File: src/rtl/decoder_scan_ctrl.sv
// -----------------------------------------------------------------------------
// decoder_scan_ctrl
//
// Purpose:
//   Steps a 3-bit select code through 0..7 at a programmable rate and drives
//   the matching one-hot 3-to-8 decode. Intended for scanning LED banks or
//   digit enables. Supports start / stop / hold control, up/down direction,
//   preload of the select value, and a one-cycle wrap indication.
//
// Optional feature (macro BOUNCE_MODE_EN):
//   When defined, bounce=1 makes the scan ping-pong 0..7..0 using an internal
//   direction flag. When undefined, the bounce input is accepted but ignored.
//
// Parameters:
//   CNT_W    width of the step prescaler
//   CNT_MAX  step period minus one, in sys_clk cycles (0 = step every clock)
//
// Ports:
//   sys_clk    in   system clock, rising edge
//   sys_rst_n  in   asynchronous active-low reset
//   start      in   pulse: start or resume scanning
//   stop       in   pulse: pause (RUN->HOLD) or return to idle (HOLD->IDLE)
//   dir        in   0 = up, 1 = down; sampled at each step
//   bounce     in   ping-pong request (only with BOUNCE_MODE_EN)
//   sel_load   in   load sel_init into the select register (IDLE/HOLD only)
//   sel_init   in   preload value
//   sel        out  current select code (registered)
//   dec_out    out  one-hot decode of sel
//   busy       out  high while in RUN
//   wrap       out  one-cycle pulse aligned with a wrap / turnaround value
//
// Control inputs are level-sampled on each rising edge; start, stop and
// sel_load are expected as single-cycle pulses. stop has priority over start.
// -----------------------------------------------------------------------------
module decoder_scan_ctrl #(
    parameter int              CNT_W   = 24,
    parameter logic [CNT_W-1:0] CNT_MAX = 24'd9_999_999
) (
    input  logic       sys_clk,
    input  logic       sys_rst_n,
    input  logic       start,
    input  logic       stop,
    input  logic       dir,
    input  logic       bounce,
    input  logic       sel_load,
    input  logic [2:0] sel_init,
    output logic [2:0] sel,
    output logic [7:0] dec_out,
    output logic       busy,
    output logic       wrap
);

    typedef enum logic [1:0] {
        IDLE = 2'd0,
        RUN  = 2'd1,
        HOLD = 2'd2
    } state_t;

    state_t           state_q, state_d;
    logic [CNT_W-1:0] presc_q, presc_d;
    logic [2:0]       sel_q, sel_d;
    logic             wrap_q, wrap_d;

    // Result of taking one step from the current select value.
    logic             go_down;
    logic [2:0]       step_sel;
    logic             step_wrap;

`ifdef BOUNCE_MODE_EN
    // Internal ping-pong direction: 0 = heading up, 1 = heading down.
    logic             down_q, down_d;
    logic             step_down;
`else
    logic             unused_bounce;
    assign unused_bounce = bounce;
`endif

    // ---------------------------------------------------------------- step
    always_comb begin
        go_down   = dir;
`ifdef BOUNCE_MODE_EN
        step_down = down_q;
        if (bounce) begin
            // Turn around at the ends, including when bounce is entered
            // sitting at 7 while heading up (or at 0 heading down).
            go_down = down_q ? (sel_q != 3'd0) : (sel_q == 3'd7);
        end
`endif
        step_sel = go_down ? (sel_q - 3'd1) : (sel_q + 3'd1);
        // Modulo-8 wrap: up lands on 0, down lands on 7.
        step_wrap = go_down ? (step_sel == 3'd7) : (step_sel == 3'd0);
`ifdef BOUNCE_MODE_EN
        if (bounce) begin
            step_wrap = (step_sel == 3'd7) || (step_sel == 3'd0);
            if (step_sel == 3'd7)      step_down = 1'b1;
            else if (step_sel == 3'd0) step_down = 1'b0;
            else                       step_down = go_down;
        end
`endif
    end

    // ------------------------------------------------------ next state
    always_comb begin
        state_d = state_q;
        presc_d = presc_q;
        sel_d   = sel_q;
        wrap_d  = 1'b0;
`ifdef BOUNCE_MODE_EN
        down_d  = down_q;
`endif
        unique case (state_q)
            IDLE: begin
                if (sel_load) sel_d = sel_init;
                if (start && !stop) begin
                    state_d = RUN;
                    presc_d = '0;
                end
            end
            RUN: begin
                if (stop) begin
                    // Freeze everything; a step due this cycle is dropped.
                    state_d = HOLD;
                end else if (presc_q == CNT_MAX) begin
                    presc_d = '0;
                    sel_d   = step_sel;
                    wrap_d  = step_wrap;
`ifdef BOUNCE_MODE_EN
                    down_d  = step_down;
`endif
                end else begin
                    presc_d = presc_q + 1'b1;
                end
            end
            HOLD: begin
                if (stop) begin
                    state_d = IDLE;
                    sel_d   = 3'd0;
                    presc_d = '0;
`ifdef BOUNCE_MODE_EN
                    down_d  = 1'b0;
`endif
                end else begin
                    if (sel_load) sel_d = sel_init;
                    // Resume keeps the frozen prescaler phase.
                    if (start) state_d = RUN;
                end
            end
            default: begin
                state_d = IDLE;
                presc_d = '0;
                sel_d   = 3'd0;
            end
        endcase
    end

    // ------------------------------------------------------- registers
    always_ff @(posedge sys_clk or negedge sys_rst_n) begin
        if (!sys_rst_n) begin
            state_q <= IDLE;
            presc_q <= '0;
            sel_q   <= 3'd0;
            wrap_q  <= 1'b0;
`ifdef BOUNCE_MODE_EN
            down_q  <= 1'b0;
`endif
        end else begin
            state_q <= state_d;
            presc_q <= presc_d;
            sel_q   <= sel_d;
            wrap_q  <= wrap_d;
`ifdef BOUNCE_MODE_EN
            down_q  <= down_d;
`endif
        end
    end

    // ---------------------------------------------------------- outputs
    assign sel     = sel_q;
    assign dec_out = 8'h01 << sel_q;
    assign busy    = (state_q == RUN);
    assign wrap    = wrap_q;

endmodule

File: config.mk
export PLATFORM = sky130hd
export DESIGN_NAME = decoder_scan_ctrl
export DESIGN_NICKNAME = d
export VERILOG_FILES = /design/src/rtl/decoder_scan_ctrl.sv
export SDC_FILE = /design/constraint.sdc
export NUM_CORES = 1
export LEC_CHECK = 0
export CAP_MARGIN = 20
export CORE_UTILIZATION = 50
export CTS_CLUSTER_SIZE = 20
export DETAILED_ROUTE_END_ITERATION = 16
export DONT_BUFFER_PORTS = 1
export GPL_ROUTABILITY_DRIVEN = 0
export GPL_TIMING_DRIVEN = 0
export HOLD_SLACK_MARGIN = 0.03
export PLACE_DENSITY_LB_ADDON = 0.15
export SYNTH_ARGS = -nofsm -noshare
export SYNTH_HDL_FRONTEND = slang
export SYNTH_SLANG_ARGS = --single-unit
File: constraint.sdc
create_clock -name sys_clk -period 1.7 [get_ports sys_clk]
set_input_delay 0.34 -clock sys_clk [delete_from_list [all_inputs] [get_ports sys_clk]]
set_output_delay 0.34 -clock sys_clk [all_outputs]
set_load 0.02 [all_outputs]
After elaboration in Yosys (flattened, before gate mapping)
Cells that the tools add are included.

Logic and storage cells: 45. Output and inout bits: 13. Register bits: 30.

$add $sub $neg: 3. Equality and inequality tests: 10. Shift operators: 1. Reductions and logical operators: 7. Muxes and demuxes: 20.

Operators with widths (count): $mux W24 (4); $pmux W24 S3 (1); $add A24 B1 Y24 const B (1); $eq A24 B24 Y1 const B (1); $mux W3 (5); $pmux W3 S3 (1); $mux W2 (4); $ne A2 B2 Y1 const B (4); $shl A1 B3 Y8 const A (1); $pmux W2 S3 (1); $reduce_and A3 Y1 (2); $mux W1 (4); $add A3 B1 Y3 const B (1); $eq A3 B3 Y1 const B (1); $logic_not A3 Y1 (1); $ne A3 B3 Y1 const B (1); $sub A3 B1 Y3 const B (1); $eq A2 B1 Y1 const B (1); $eq A2 B2 Y1 const B (1); $logic_not A2 Y1 (1); $ne A2 B1 Y1 const B (1); $reduce_and A2 Y1 (1); $logic_and A1 B1 Y1 (1); $logic_not A1 Y1 (1).

Logic depth before layout (Yosys ltp)
Word-level depth: 7. Gate-level depth with buffers: 7. Depth with buffers taken out: 6.

Least setup slack after synthesis
No wires, ideal clock.

Path kind: reg2reg. From: reg presc_q[0]. To: reg presc_q[5]. Setup time: 0.121 ns. Slack: -0.225 ns. Arrival: 1.804 ns. Stages on the path, launching flop included: 8. Clock period less this slack: 1.925 ns. Cell sequence: dfrtp_1 ha_1 nand3_1 or2_4 o41ai_2 buf_4 o21ai_1 a22o_1.

Longest elaborated chain between the ends: 4. Elaborated cells on any way between the ends: 5. Classes of those cells: 1 x add/sub; 1 x eq/ne; 3 x mux.

RTL lines: start, declared (RTL line 60) `logic [CNT_W-1:0] presc_q, presc_d;`; start signal, assigned (RTL line 168) `presc_q <= presc_d;`; $add A24 B1 Y24 or $eq A24 B24 Y1 (tied branches) (RTL line 131, 123); $mux W24 * (RTL line 123) `end else if (presc_q == CNT_MAX) begin`; $mux W24 * (RTL line 120) `if (stop) begin`; $pmux W24 S3 * (RTL line 111) `unique case (state_q)`.

Mark *: on every way between the ends. The rest lies on a longest branch, timed or not. The select of a mux whose other input is x is not followed. A chain may end at the register's enable or synchronous reset.

Worst setup path after layout
From: reg presc_q[2]. To: reg presc_q[5].

The elaborated chain is that of the path after synthesis.

==> metrics.cfg <==
[synthesis]
ys_dominant_reg_cell = dfrtp_1
synth-async-reset-ratio_pct = 100
synth_fp_nets = 258
synthCells = 243
yosysTopAreaCell = dfrtp_1
ys_warn_count = 0
ys_ff_latch = 30
yosysSeqAreaShare_pct = 37.0
synth.distinct_cells = 52
synth_edf_count = 0
synth.area.top_cells = dfrtp_1 37%, nand2_1 4.6%, o21ai_0 3.9%, nor2_1 3.9%, a21oi_1 3.5%
syn_area_um2 = 2030
syn_avg_cell_area_um2 = 8.36
synth_top_area_share_pct = 37.0

[global_routing]
global_route.usage.total_pct = 29.5
gr-total-overflow = 0
grt_pass1_wl_um = 9540
antenna_found_initial = 0
grt_max_degree = 31
first_global_vias = 1971

[clocking]
cts_root_buf = clkbuf_8
clk_path_buf_depth = 2
clk_pin_slew_ns = 0.06
htreeDepth = 2
clock_latency_ns = 0.28
numClockSinks = 30
cts_tree = done
cts_buffers = 5

[worst_setup_path]
worst-path-max-fanout = 6
arrival_ns = 2.14
required_ns = 1.87
max_stage_delay_ns = 0.45
crit_type = reg -> reg
crit_buf_inv = 1
crit_chain = nand3_2 > or2_4 > o41ai_4 > buf_6 > o21ai_2 > a22o_1
path_delay_family = compound AO/OA/AOI/OAI gates
cp-end-kind = flip-flop
slowest_stage = dfrtp_1
start_kind = flip-flop

[timing]
slew_headroom_pct = 63.0
clock_skew_ns = 0.00212
rsz0062_at_grt = true
fmax_mhz = 509
finalCriticalPeriod_ns = 1.96
slew_violations = 0
worstMarginPinSlew_ns = 0.551
setup_slack_ns = -0.265
hold_ws_ns = 0.194
finalSetupViolations = 27
period_share_pct = 116
finalHoldViolations = 0

[min_path]
hold_class = in -> reg

[place]
placedCellCount = 291
placed_cell_area_um2 = 2160
hpwl_um = 3530
io_buffers = 0

[routing]
wl_um = 5790
drc = 0
ant_nets = 0
vias = 2016
viasPerCell = 6.15
drtIter0Drc = 186
wl_per_cell_um = 17.6
drtPass1Iterations = 4

[outcome]
violations = negative setup slack
status = finished, violations left

[final_layout]
final_cells = 328
final_nets = 294
seq_area_um2 = 763
drive_gt1_share_pct = 36.4
multi_input_area_um2 = 1380
postLayoutCellArea_um2 = 2700
areaGrowthSynthToFinish_pct = 32.7
fin_util_pct = 71.5
diodes = 0
fillCellCount = 272

[die]
dieHeight_um = 65.7
num_io_pins = 23
start_util_pct = 53.8
die_w_um = 65.7
core_area_um2 = 3770
die-area_um2 = 4320
rows = 22

[power]
p_per_area_nw_per_um2 = 801
p_leak_uw = 0.00104
vdd_ir_drop_max_v = 0.000441
power.total_uw = 2160

[flow_run]
drv_cap = 0

==> power breakdown <==
| part | total, uW | leakage (uW) | switching, uW | internal (uW) |
|---|---|---|---|---|
| clock network | 601 | 0.0000482 | 275 | 326 |
| logic | 735 | 0.000595 | 418 | 317 |
| registers | 821 | 0.000396 | 72.8 | 749 |
==> cell usage after synthesis, types with 2 or more instances <==
cell      count
nor3b_1       3
ha_1          4
a21oi_1      14
xor2_1        7
o21ai_0      16
or4_1         5
dfrtp_1      30
a22o_1        2
nor3_1       11
nand4_1      11
buf_2         3
nand3_1      14
o31ai_1       3
and3_1        5
mux2i_1       4
inv_1        10
clkbuf_1      9
nand2b_1      3
o21bai_1      4
nor2_1       21
nor4_1        9
nand2_1      25
==> layout make-up <==
type                            instances  share of cell area, %
Inverter                               11                   1.76
Timing Repair inverter                  1                  0.279
Clock inverter                          1                  0.186
Clock buffer                            7                   3.20
Timing Repair Buffer                   30                   9.33
Multi-Input combinational cell        188                   51.2
Sequential cell                        30                   28.3
Buffer                                 12                   3.53
Tap cell                               48                   2.23
==> sequential cells by signal (all words and copies together), names as in the netlist <==
register  flops
state_q       2
sel           3
wrap          1
presc_q      24
==> per-stage QoR <==
step	setup WS, ns	setup TNS, ns
floorplan	-0.214	-1.99
global placement	-0.484	-9.46
detailed placement	-0.496	-9.63
CTS	-0.276	-4.16
global route	-0.334	-6.79
finish	-0.265	-4.54
==> routing by layer <==
layer  global-route usage (%)  wire (um)  part of all wire [%]
met5                        0          0                     0
met4                     14.7        172                   3.0
met3                     7.12        389                   6.7
met2                     45.2       2740                    47
met1                     38.4       2490                    43
==> repair_timing <==
item | CTS | global route
endpoints found under the hold margin | 30 | 0
resized for setup | 55 | 15
pin swaps | 17 | 10
hold buffers | 2 | 0
buffers inserted | 19 | 7
cloned | 3 | 0
endpoints found under the setup margin | 36 | 35
==> worst paths after layout <==
path	from	endpoint	slack, ns	cells past startpoint
worst max-delay path	presc_q[2]$_DFFE_PN0P_	presc_q[5]$_DFFE_PN0P_	-0.26	6
worst min-delay path	start	state_q[0]$_DFFE_PN0P_	0.19	2
worst max register to register	presc_q[2]$_DFFE_PN0P_	presc_q[5]$_DFFE_PN0P_	-0.26	6
worst min register to register	presc_q[2]$_DFFE_PN0P_	presc_q[2]$_DFFE_PN0P_	0.58	1
max in group asynchronous	sys_rst_n	presc_q[22]$_DFFE_PN0P_	1.02	2
min in group asynchronous	sys_rst_n	sel[0]$_DFFE_PN0P_	0.50	2
==> cell usage in the layout, fill, tap and decap left out, types with 3 or more instances in the layout <==
| cell | count |
|---|---|
| and3_1 | 3 |
| or4_1 | 5 |
| clkbuf_8 | 6 |
| nand3_1 | 12 |
| nand4_1 | 11 |
| and3_2 | 3 |
| mux2i_1 | 4 |
| nand2_1 | 25 |
| a21oi_1 | 4 |
| nor3_1 | 8 |
| xor2_1 | 7 |
| a21oi_2 | 10 |
| nand3_2 | 3 |
| nor2_1 | 17 |
| o21bai_1 | 4 |
| nor3b_4 | 3 |
| o21ai_0 | 6 |
| dfrtp_2 | 10 |
| ha_1 | 3 |
| buf_4 | 26 |
| buf_6 | 6 |
| inv_1 | 9 |
| o21ai_1 | 9 |
| nor4_1 | 7 |
| dfrtp_1 | 20 |
==> logic make-up (layout without fill, tap and decap cells) <==
family          Yosys count  count (layout)  synth area share, %
simple gates            119             119                 32.2
compound gates           52              52                 16.6
flops                    30              30                 37.0
buf+inv                  25              62                 5.05
xor+xnor                  7               7                 3.02
fa+ha+maj                 5               5                 3.45
mux                       5               5                 2.71
==> worst reg2reg max path: stages (launching register included) <==
cell,delay (ns)
dfrtp_1,0.45
nand3_2,0.18
or2_4,0.33
o41ai_4,0.45
buf_6,0.19
o21ai_2,0.05
a22o_1,0.21
(Power assumes the default switching activity.)
